### src/rtl/axi_4_pkg.sv
// Shared types for the AXI4 responder-side handshake controller.
// Imported by the slave controller top.
package axi_4_pkg;

  typedef enum logic [2:0] {
    SLAVE_IDLE = 3'd0,
    RD_FETCH   = 3'd1,
    RD_BEAT    = 3'd2,
    WR_ACCEPT  = 3'd3,
    WR_RESP    = 3'd4
  } axi_4_slave_states_e;

  localparam logic [1:0] RESP_OKAY   = 2'b00;
  localparam logic [1:0] RESP_SLVERR = 2'b10;

endpackage

### src/rtl/axi_4_slave_controller.sv
// AXI4 slave handshake controller: paces read beats against a fixed
// memory latency and accepts write bursts, emitting datapath strobes.
module axi_4_slave_controller
  import axi_4_pkg::*;
#(
  parameter int READ_LATENCY = 2,
  parameter int LEN_W        = 8
) (
  input  logic             clk,
  input  logic             reset,
  input  logic             m_arvalid,
  input  logic [LEN_W-1:0] m_arlen,
  input  logic             m_rready,
  input  logic             m_awvalid,
  input  logic [LEN_W-1:0] m_awlen,
  input  logic             m_wvalid,
  input  logic             m_wlast,
  input  logic             m_bready,
  output logic             s_arready,
  output logic             s_rvalid,
  output logic             s_rlast,
  output logic [1:0]       s_rresp,
  output logic             s_awready,
  output logic             s_wready,
  output logic             s_bvalid,
  output logic [1:0]       s_bresp,
  output logic             ar_capture,
  output logic             aw_capture,
  output logic             mem_rd_en,
  output logic             mem_wr_en,
  output logic             addr_incr
);

  localparam int LAT_W =
    (READ_LATENCY > 2) ? $clog2(READ_LATENCY) : 1;
  localparam logic [LAT_W-1:0] LAT_RELOAD =
    LAT_W'(READ_LATENCY - 1);

  axi_4_slave_states_e state_q, state_d;
  logic [LEN_W-1:0] beats_left_q, beats_left_d;
  logic [LAT_W-1:0] lat_cnt_q, lat_cnt_d;
  logic             aw_done_q, aw_done_d;
  logic [LEN_W-1:0] wlen_q, wlen_d;
  logic [LEN_W-1:0] wcnt_q, wcnt_d;
  logic             err_q, err_d;

  logic             idle_aw;
  logic             wr_phase;
  logic             w_fire;
  logic [LEN_W-1:0] cur_wcnt;
  logic [LEN_W-1:0] cur_wlen;
  logic             w_in_range;
  logic             w_overrun;
  logic             r_fire;
  logic             r_last;

  // An AW accepted in idle uses the incoming length and a zero count
  // so a W beat in the same cycle is handled like any WR_ACCEPT beat.
  assign idle_aw    = (state_q == SLAVE_IDLE) && m_awvalid && !m_arvalid;
  assign wr_phase   = idle_aw || ((state_q == WR_ACCEPT) && aw_done_q);
  assign w_fire     = wr_phase && m_wvalid;
  assign cur_wcnt   = idle_aw ? '0 : wcnt_q;
  assign cur_wlen   = idle_aw ? m_awlen : wlen_q;
  assign w_in_range = cur_wcnt <= cur_wlen;
  assign w_overrun  = w_fire && !m_wlast && (cur_wcnt >= cur_wlen);
  assign r_fire     = (state_q == RD_BEAT) && m_rready;
  assign r_last     = (beats_left_q == '0);

  always_ff @(posedge clk or negedge reset) begin
    if (!reset) begin
      state_q      <= SLAVE_IDLE;
      beats_left_q <= '0;
      lat_cnt_q    <= '0;
      aw_done_q    <= 1'b0;
      wlen_q       <= '0;
      wcnt_q       <= '0;
      err_q        <= 1'b0;
    end else begin
      state_q      <= state_d;
      beats_left_q <= beats_left_d;
      lat_cnt_q    <= lat_cnt_d;
      aw_done_q    <= aw_done_d;
      wlen_q       <= wlen_d;
      wcnt_q       <= wcnt_d;
      err_q        <= err_d;
    end
  end

  always_comb begin
    state_d      = state_q;
    beats_left_d = beats_left_q;
    lat_cnt_d    = lat_cnt_q;
    aw_done_d    = aw_done_q;
    wlen_d       = wlen_q;
    wcnt_d       = wcnt_q;
    err_d        = err_q;
    unique case (state_q)
      SLAVE_IDLE: begin
        if (m_arvalid) begin
          beats_left_d = m_arlen;
          lat_cnt_d    = LAT_RELOAD;
          state_d      = RD_FETCH;
        end else if (m_awvalid) begin
          aw_done_d = 1'b1;
          wlen_d    = m_awlen;
          wcnt_d    = '0;
          state_d   = WR_ACCEPT;
        end
      end
      RD_FETCH: begin
        if (lat_cnt_q == '0) begin
          state_d = RD_BEAT;
        end else begin
          lat_cnt_d = lat_cnt_q - 1'b1;
        end
      end
      RD_BEAT: begin
        if (r_fire) begin
          if (r_last) begin
            state_d = SLAVE_IDLE;
          end else begin
            beats_left_d = beats_left_q - 1'b1;
            lat_cnt_d    = LAT_RELOAD;
            state_d      = RD_FETCH;
          end
        end
      end
      WR_ACCEPT: begin
      end
      WR_RESP: begin
        if (m_bready) begin
          aw_done_d = 1'b0;
          err_d     = 1'b0;
          wcnt_d    = '0;
          wlen_d    = '0;
          state_d   = SLAVE_IDLE;
        end
      end
      default: state_d = SLAVE_IDLE;
    endcase
    if (w_fire) begin
      wcnt_d = (&cur_wcnt) ? cur_wcnt : cur_wcnt + 1'b1;
      if (w_overrun) err_d = 1'b1;
      if (m_wlast) begin
        // Sticky err keeps a saturated overrun from looking clean.
        err_d   = err_q | (cur_wcnt != cur_wlen);
        state_d = WR_RESP;
      end
    end
  end

  always_comb begin
    s_arready  = 1'b0;
    s_rvalid   = 1'b0;
    s_rlast    = 1'b0;
    s_rresp    = RESP_OKAY;
    s_awready  = 1'b0;
    s_wready   = 1'b0;
    s_bvalid   = 1'b0;
    s_bresp    = RESP_OKAY;
    ar_capture = 1'b0;
    aw_capture = 1'b0;
    mem_rd_en  = 1'b0;
    mem_wr_en  = 1'b0;
    addr_incr  = 1'b0;
    unique case (state_q)
      SLAVE_IDLE: begin
        s_arready = 1'b1;
        s_awready = !m_arvalid;
        if (m_arvalid) begin
          ar_capture = 1'b1;
          mem_rd_en  = 1'b1;
        end else if (m_awvalid) begin
          aw_capture = 1'b1;
        end
      end
      RD_BEAT: begin
        s_rvalid = 1'b1;
        s_rlast  = r_last;
        if (r_fire && !r_last) begin
          addr_incr = 1'b1;
          mem_rd_en = 1'b1;
        end
      end
      WR_RESP: begin
        s_bvalid = 1'b1;
        s_bresp  = err_q ? RESP_SLVERR : RESP_OKAY;
      end
      default: begin
      end
    endcase
    s_wready = wr_phase;
    if (w_fire) begin
      mem_wr_en = w_in_range;
      addr_incr = !m_wlast;
    end
    if (!reset) begin
      s_arready  = 1'b0;
      s_awready  = 1'b0;
      s_wready   = 1'b0;
      s_bresp    = RESP_OKAY;
      s_bvalid   = 1'b0;
      ar_capture = 1'b0;
      aw_capture = 1'b0;
      mem_rd_en  = 1'b0;
      mem_wr_en  = 1'b0;
      addr_incr  = 1'b0;
      s_rvalid   = 1'b0;
      s_rlast    = 1'b0;
    end
  end

endmodule

### config.mk
export PLATFORM = sky130hd
export DESIGN_NAME = axi_4_slave_controller
export DESIGN_NICKNAME = d
export VERILOG_FILES = /design/src/rtl/axi_4_pkg.sv /design/src/rtl/axi_4_slave_controller.sv
export SDC_FILE = /design/constraint.sdc
export NUM_CORES = 1
export LEC_CHECK = 0
export BUFFER_PORTS_ARGS = -buffer_cell sky130_fd_sc_hd__buf_2
export CAP_MARGIN = 5
export CORE_MARGIN = 10
export CORE_UTILIZATION = 56
export CTS_CLUSTER_SIZE = 20
export DETAILED_ROUTE_END_ITERATION = 12
export PLACE_DENSITY = 0.8
export REMOVE_ABC_BUFFERS = 1
export SETUP_SLACK_MARGIN = 0.15
export SYNTH_ARGS = -nofsm -noshare
export SYNTH_HDL_FRONTEND = slang
export SYNTH_SLANG_ARGS = --single-unit
### constraint.sdc
create_clock -name clk -period 2.9 [get_ports clk]
set_input_delay 0.435 -clock clk [delete_from_list [all_inputs] [get_ports clk]]
set_output_delay 0.435 -clock clk [all_outputs]
set_load 0.02 [all_outputs]
# Word-level counts from Yosys, hierarchy flattened
# Cells that the tools add are included.
# totals
reg_bits	30
inputBits	24
out_inout_bits	15
wordCells	117
# op_classes
n_addsub	3
n_lt_le_gt_ge	2
eq_ne	14
muxes	67
n_bitwise	1
n_reduce_logical	23
# ops
op	count
2-to-1 mux 8 bit	12
one-hot mux 8 bit (2 select lines)	3
2-to-1 mux 1 bit	38
2-to-1 mux 3 bit	7
AND reduction 4 bit	4
one-hot mux 3 bit (5 select lines)	1
inequality test 2 bit, second input constant	6
inequality test 3 bit, second input constant	3
adder 8 x 1 -> 8 bit, second input constant	1
>= comparator 8 bit	1
less-or-equal comparator 8 bit	1
logical AND 1 bit	8
zero test 8 bit	1
inequality test 8 bit	1
AND reduction 8 bit	1
subtractor 8 x 1 -> 8 bit, second input constant	1
equality test 3 x 2 -> 1 bit, second input constant	2
2-to-1 mux 2 bit	3
nonzero test 3 bit	2
one-hot mux 1 bit (2 select lines)	2
nonzero test 2 bit	2
equality test 3 x 1 -> 1 bit, second input constant	1
equality test 3 bit, second input constant	1
zero test 1 bit	3
other kinds (5)	5

# Longest topological paths before layout
# logic_depth
word_depth	10
mapped_depth	12

# Worst setup path before layout
# No wires, ideal clock.
# synth_timing
kind	register to output
startpoint	register state_q[1]
endpoint	output port mem_wr_en
t_arrival_ps	2272
t_required_ps	2465
path_slack_ps	193
stages_incl_launch_ff	11
path_buffers	2
cell_sequence	dfrtp_1 -> nor3_2 -> nand2_1 -> buf_2 -> buf_2 -> and2_1 -> ha_1 -> nand4_1 -> a21oi_1 -> nor2_1 -> o211a_1
# synth_between
elab_chain_cells	7
word_cells_on_any_way	12
cone_classes	order compare (1); eq/ne (1); mux (4); reduce/logical (6)
# synth_rtl
element	line_no	text
from (decl)	axi_4_slave_controller.sv:39	axi_4_slave_states_e state_q, state_d;
from (signal assigned)	axi_4_slave_controller.sv:79	state_q <= state_d;
zero test 3 bit	axi_4_slave_controller.sv:59	assign idle_aw = (state_q == SLAVE_IDLE) && m_awvalid && !m_arvalid;
logical AND 1 bit (2 in a row)	axi_4_slave_controller.sv:59	
2-to-1 mux 8 bit, or another cell as far along	axi_4_slave_controller.sv:62	assign cur_wcnt = idle_aw ? '0 : wcnt_q;
less-or-equal comparator 8 bit / logical AND 1 bit (equally long branches)	axi_4_slave_controller.sv:64, axi_4_slave_controller.sv:61	
2-to-1 mux 1 bit *	axi_4_slave_controller.sv:193	if (w_fire) begin
2-to-1 mux 1 bit *	axi_4_slave_controller.sv:197	if (!reset) begin
to (decl)	axi_4_slave_controller.sv:30	output logic mem_wr_en,
# Mark *: on every way between the ends. The rest lies on a longest branch, timed or not.

# Worst setup path in the final report
# layout_timing
startpoint	register state_q[2]
endpoint	output port mem_wr_en
# The elaborated chain is that of the path after synthesis.

==> summary.txt <==
Clocking
  • TritonCTS clock tree: done
  • CTS H-Tree Depth: 2
  • Clk buf depth: 2
  • CTS buffer count: 5
  • Clock transition at path regs: 0.07 ns
  • TritonCTS Sinks: 30
  • CTS root buf: clkbuf_8
  • Worst-Skew Late Latency: 0.29 ns

Route
  • Detailed router's first-iteration violation count: 171
  • Vias per cell: 5.94
  • # DRC: 0
  • Drt first pass iters: 4
  • Routed WL: 5420 um
  • Highest metal used: met4
  • Met2 wire len: 2770 um
  • Drt wl/cell: 16.2 um
  • Vias: 1985
  • Wl on met1: 2210 um
  • Post-route ant nets: 0
  • Met3 Wirelength: 382 um

Critical path
  • Flop-to-flop setup slack: 0.19 ns
  • CP required: 2.47 ns
  • Reg2Reg Depth: 12
  • Crit-path max FO: 11
  • Worst EP arrival: 2.55 ns
  • Worst R2R End: err_q
  • R2r startpoint: state_q[2]
  • Critical path capture point type: output pin
  • CP Launch Type: register
  • Critical path type: register to output pin

Final layout
  • Final nets: 320
  • Final Util: 72.0%
  • Layout cells sized above 1: 31.8%
  • Antenna cells: 0
  • Design area: 2660 um^2
  • Area Growth Syn to Fin: 23.9%

Floorplanning
  • Starting Density: 58.1%
  • Die area: 6700 um^2
  • Die width: 81.9 um
  • Core area: 3690 um^2
  • # rows: 22
  • Chip height: 81.9 um
  • IO Count: 39

Place
  • Final Wtd Congestion: 0.867
  • Port Buf Inserts: 35
  • Placed Instance Area: 2410 um^2
  • DP HPWL: 3820 um
  • Pre-CTS setup slack: 0.102 ns

Hold path
  • Hold Path Sink: wlen_q[6]
  • Worst hold path cell count: 2
  • Hold WC Path Type: primary input to register
  • Min-delay src: m_awlen[6]

Power
  • Peak VDD IR: 0.457 mV
  • Leak: 1.26 nW
  • Power Density: 876 nW/um^2
  • Total power: 2.33 mW

Synthesis
  • Fraction of registers with async set/reset: 100%
  • Yosys top cell by area: dfrtp_1
  • Post-synth top area share: 35.0%
  • Synth Instances: 236
  • Syn Area/Cell: 9.08 um^2
  • Synth Flop Type: dfrtp_1
  • Synth Cell Area: 2140 um^2
  • Seq/Total Area, Yosys: 35.0%
  • #FFs+latches synth: 30
  • Post-synth EDFFs: 0
  • Synth area leaders: dfrtp_1, ha_1, nand2_1, mux2i_1, and2_1
  • YS warnings: 0
  • Synth cell types: 55

Global route
  • Initial antenna violation count: 0
  • Total gr overflow: 0
  • Number of global-route vias before repair: 1859
  • First-pass GRT wire length: 8690 um
  • Largest net degree at the start of global routing: 30
  • GRT Total Usage: 16.6%

STA
  • F_max: 335 MHz
  • RSZ-0062 raised after global routing: true
  • Final Hold Violating Endpoints: 0
  • Crit path time final: 2.99 ns
  • Slew Limit Fails: 0
  • Setup ws final: -0.0873 ns
  • Final period util: 103%
  • Endpoints failing setup: 1
  • Fin Clk Skew: 0.0108 ns

Run status
  • Outcome: finished, violations left
  • Failing checks: setup timing

Flow run
  • Max cap viols: 0
-- logic make-up after synthesis --
kind of cell | Yosys count | share of synthesized area (%)
xor gates and xnor gates | 2 | 0.817
muxes | 9 | 4.20
AOI/OAI and AO/OA | 61 | 21.4
other | 1 | 0.175
adders and majority gates | 11 | 6.42
buffers and inverters | 21 | 4.85
DFF | 30 | 35.0
and+or+nand+nor | 101 | 27.1
-- cell type report --
type,count,area [um^2]
Timing Repair Buffer,52,348
Sequential cell,30,751
Inverter,9,33.8
Multi-Input combinational cell,187,1350
Clock buffer,5,68.8
Tap cell,48,60.1
Clock inverter,3,40.0
Fill cell,295,1030
-- routing by layer --
metal / GRT usage, % / vias up
li1: - / 960
met1: 18.8 / 958
met2: 28.4 / 58
met3: 6.11 / 9
met4: 5.10 / 0
met5: 0 / -
-- cell usage in the layout (no fill, tap or decap), types with 6 or more instances in the layout --
| cell type | instances |
|---|---|
| o21ai_0 | 6 |
| buf_4 | 13 |
| inv_1 | 7 |
| nor2_1 | 13 |
| nand4_1 | 6 |
| mux2i_1 | 8 |
| nand2_1 | 26 |
| and2_1 | 11 |
| buf_2 | 34 |
| a21oi_2 | 7 |
| ha_1 | 9 |
| dfrtp_1 | 30 |
| o22ai_1 | 7 |
| nand3_1 | 10 |
| a21oi_1 | 13 |
-- where the power goes --
part	switching [mW]	leakage, nW	internal (mW)
sequential	0.118	0.368	0.577
combinational	0.691	0.831	0.521
clock	0.166	0.0579	0.252
total	0.975	1.26	1.35
-- flip-flops by register name (all words and copies together) (netlist names) --
| signal | cells |
|---|---|
| lat_cnt_q | 1 |
| aw_done_q | 1 |
| wlen_q | 8 |
| state_q | 3 |
| beats_left_q | 8 |
| wcnt_q | 8 |
| err_q | 1 |
-- per-stage QoR --
step	hold WS, ns	TNS, ns	cells
CTS	0.377	-0.0605	332
floorplan	0.139	-0.0804	226
global placement	0.270	0	320
finish	0.381	-0.0873	334
global route	0.378	-0.239	334
detailed placement	0.269	0	320
-- critical path: stages (launching register included) --
cell and delay [ns]:
dfrtp_1 0.39, nor3_2 0.26, nand2_2 0.12, buf_12 0.16, mux2i_4 0.19, ha_4 0.28
nor2b_4 0.13, o211ai_1 0.13, a21oi_2 0.18, nor2_1 0.06, o211a_1 0.23, buf_6 0.13
-- worst max path at each step --
stage / slack, ns / cells after the start / startpoint / end
3_5_place_dp: 0.10 / 12 / m_awvalid / mem_wr_en
3_3_place_gp: 0.18 / 12 / m_awvalid / mem_wr_en
4_1_cts: -0.06 / 11 / state_q[0] / mem_wr_en
6_report: -0.09 / 11 / state_q[2] / mem_wr_en
5_1_grt: -0.24 / 13 / state_q[2] / mem_wr_en
2_1_floorplan: -0.08 / 9 / state_q[1] / mem_wr_en
-- Yosys cell counts (all sizes together) (2+ instances only) --
cell and number:
a211oi 2, a21oi 20, a221oi 2, a22o 4, and2 13, and3 3
buf 9, clkbuf 3, dfrtp 30, ha 11, inv 9, mux2i 9
nand2 28, nand2b 3, nand3 10, nand4 7, nor2 15, nor2b 4
nor3 5, nor3b 3, o211a 2, o211ai 4, o21ai 11, o22ai 7
o31ai 2, or3 3, or3b 2, or4 2
-- what timing repair did --
item | 4_1_cts | 5_1_grt
gates resized for setup | 6 | 10
endpoints found under the setup margin | 1 | 2
hold buffers | 1 | 0
setup buffers | 2 | 2
pin swaps | 4 | 9
hold endpoints to repair | 4 | 0
gates cloned | 1 | 0
(Power assumes the default switching activity.)
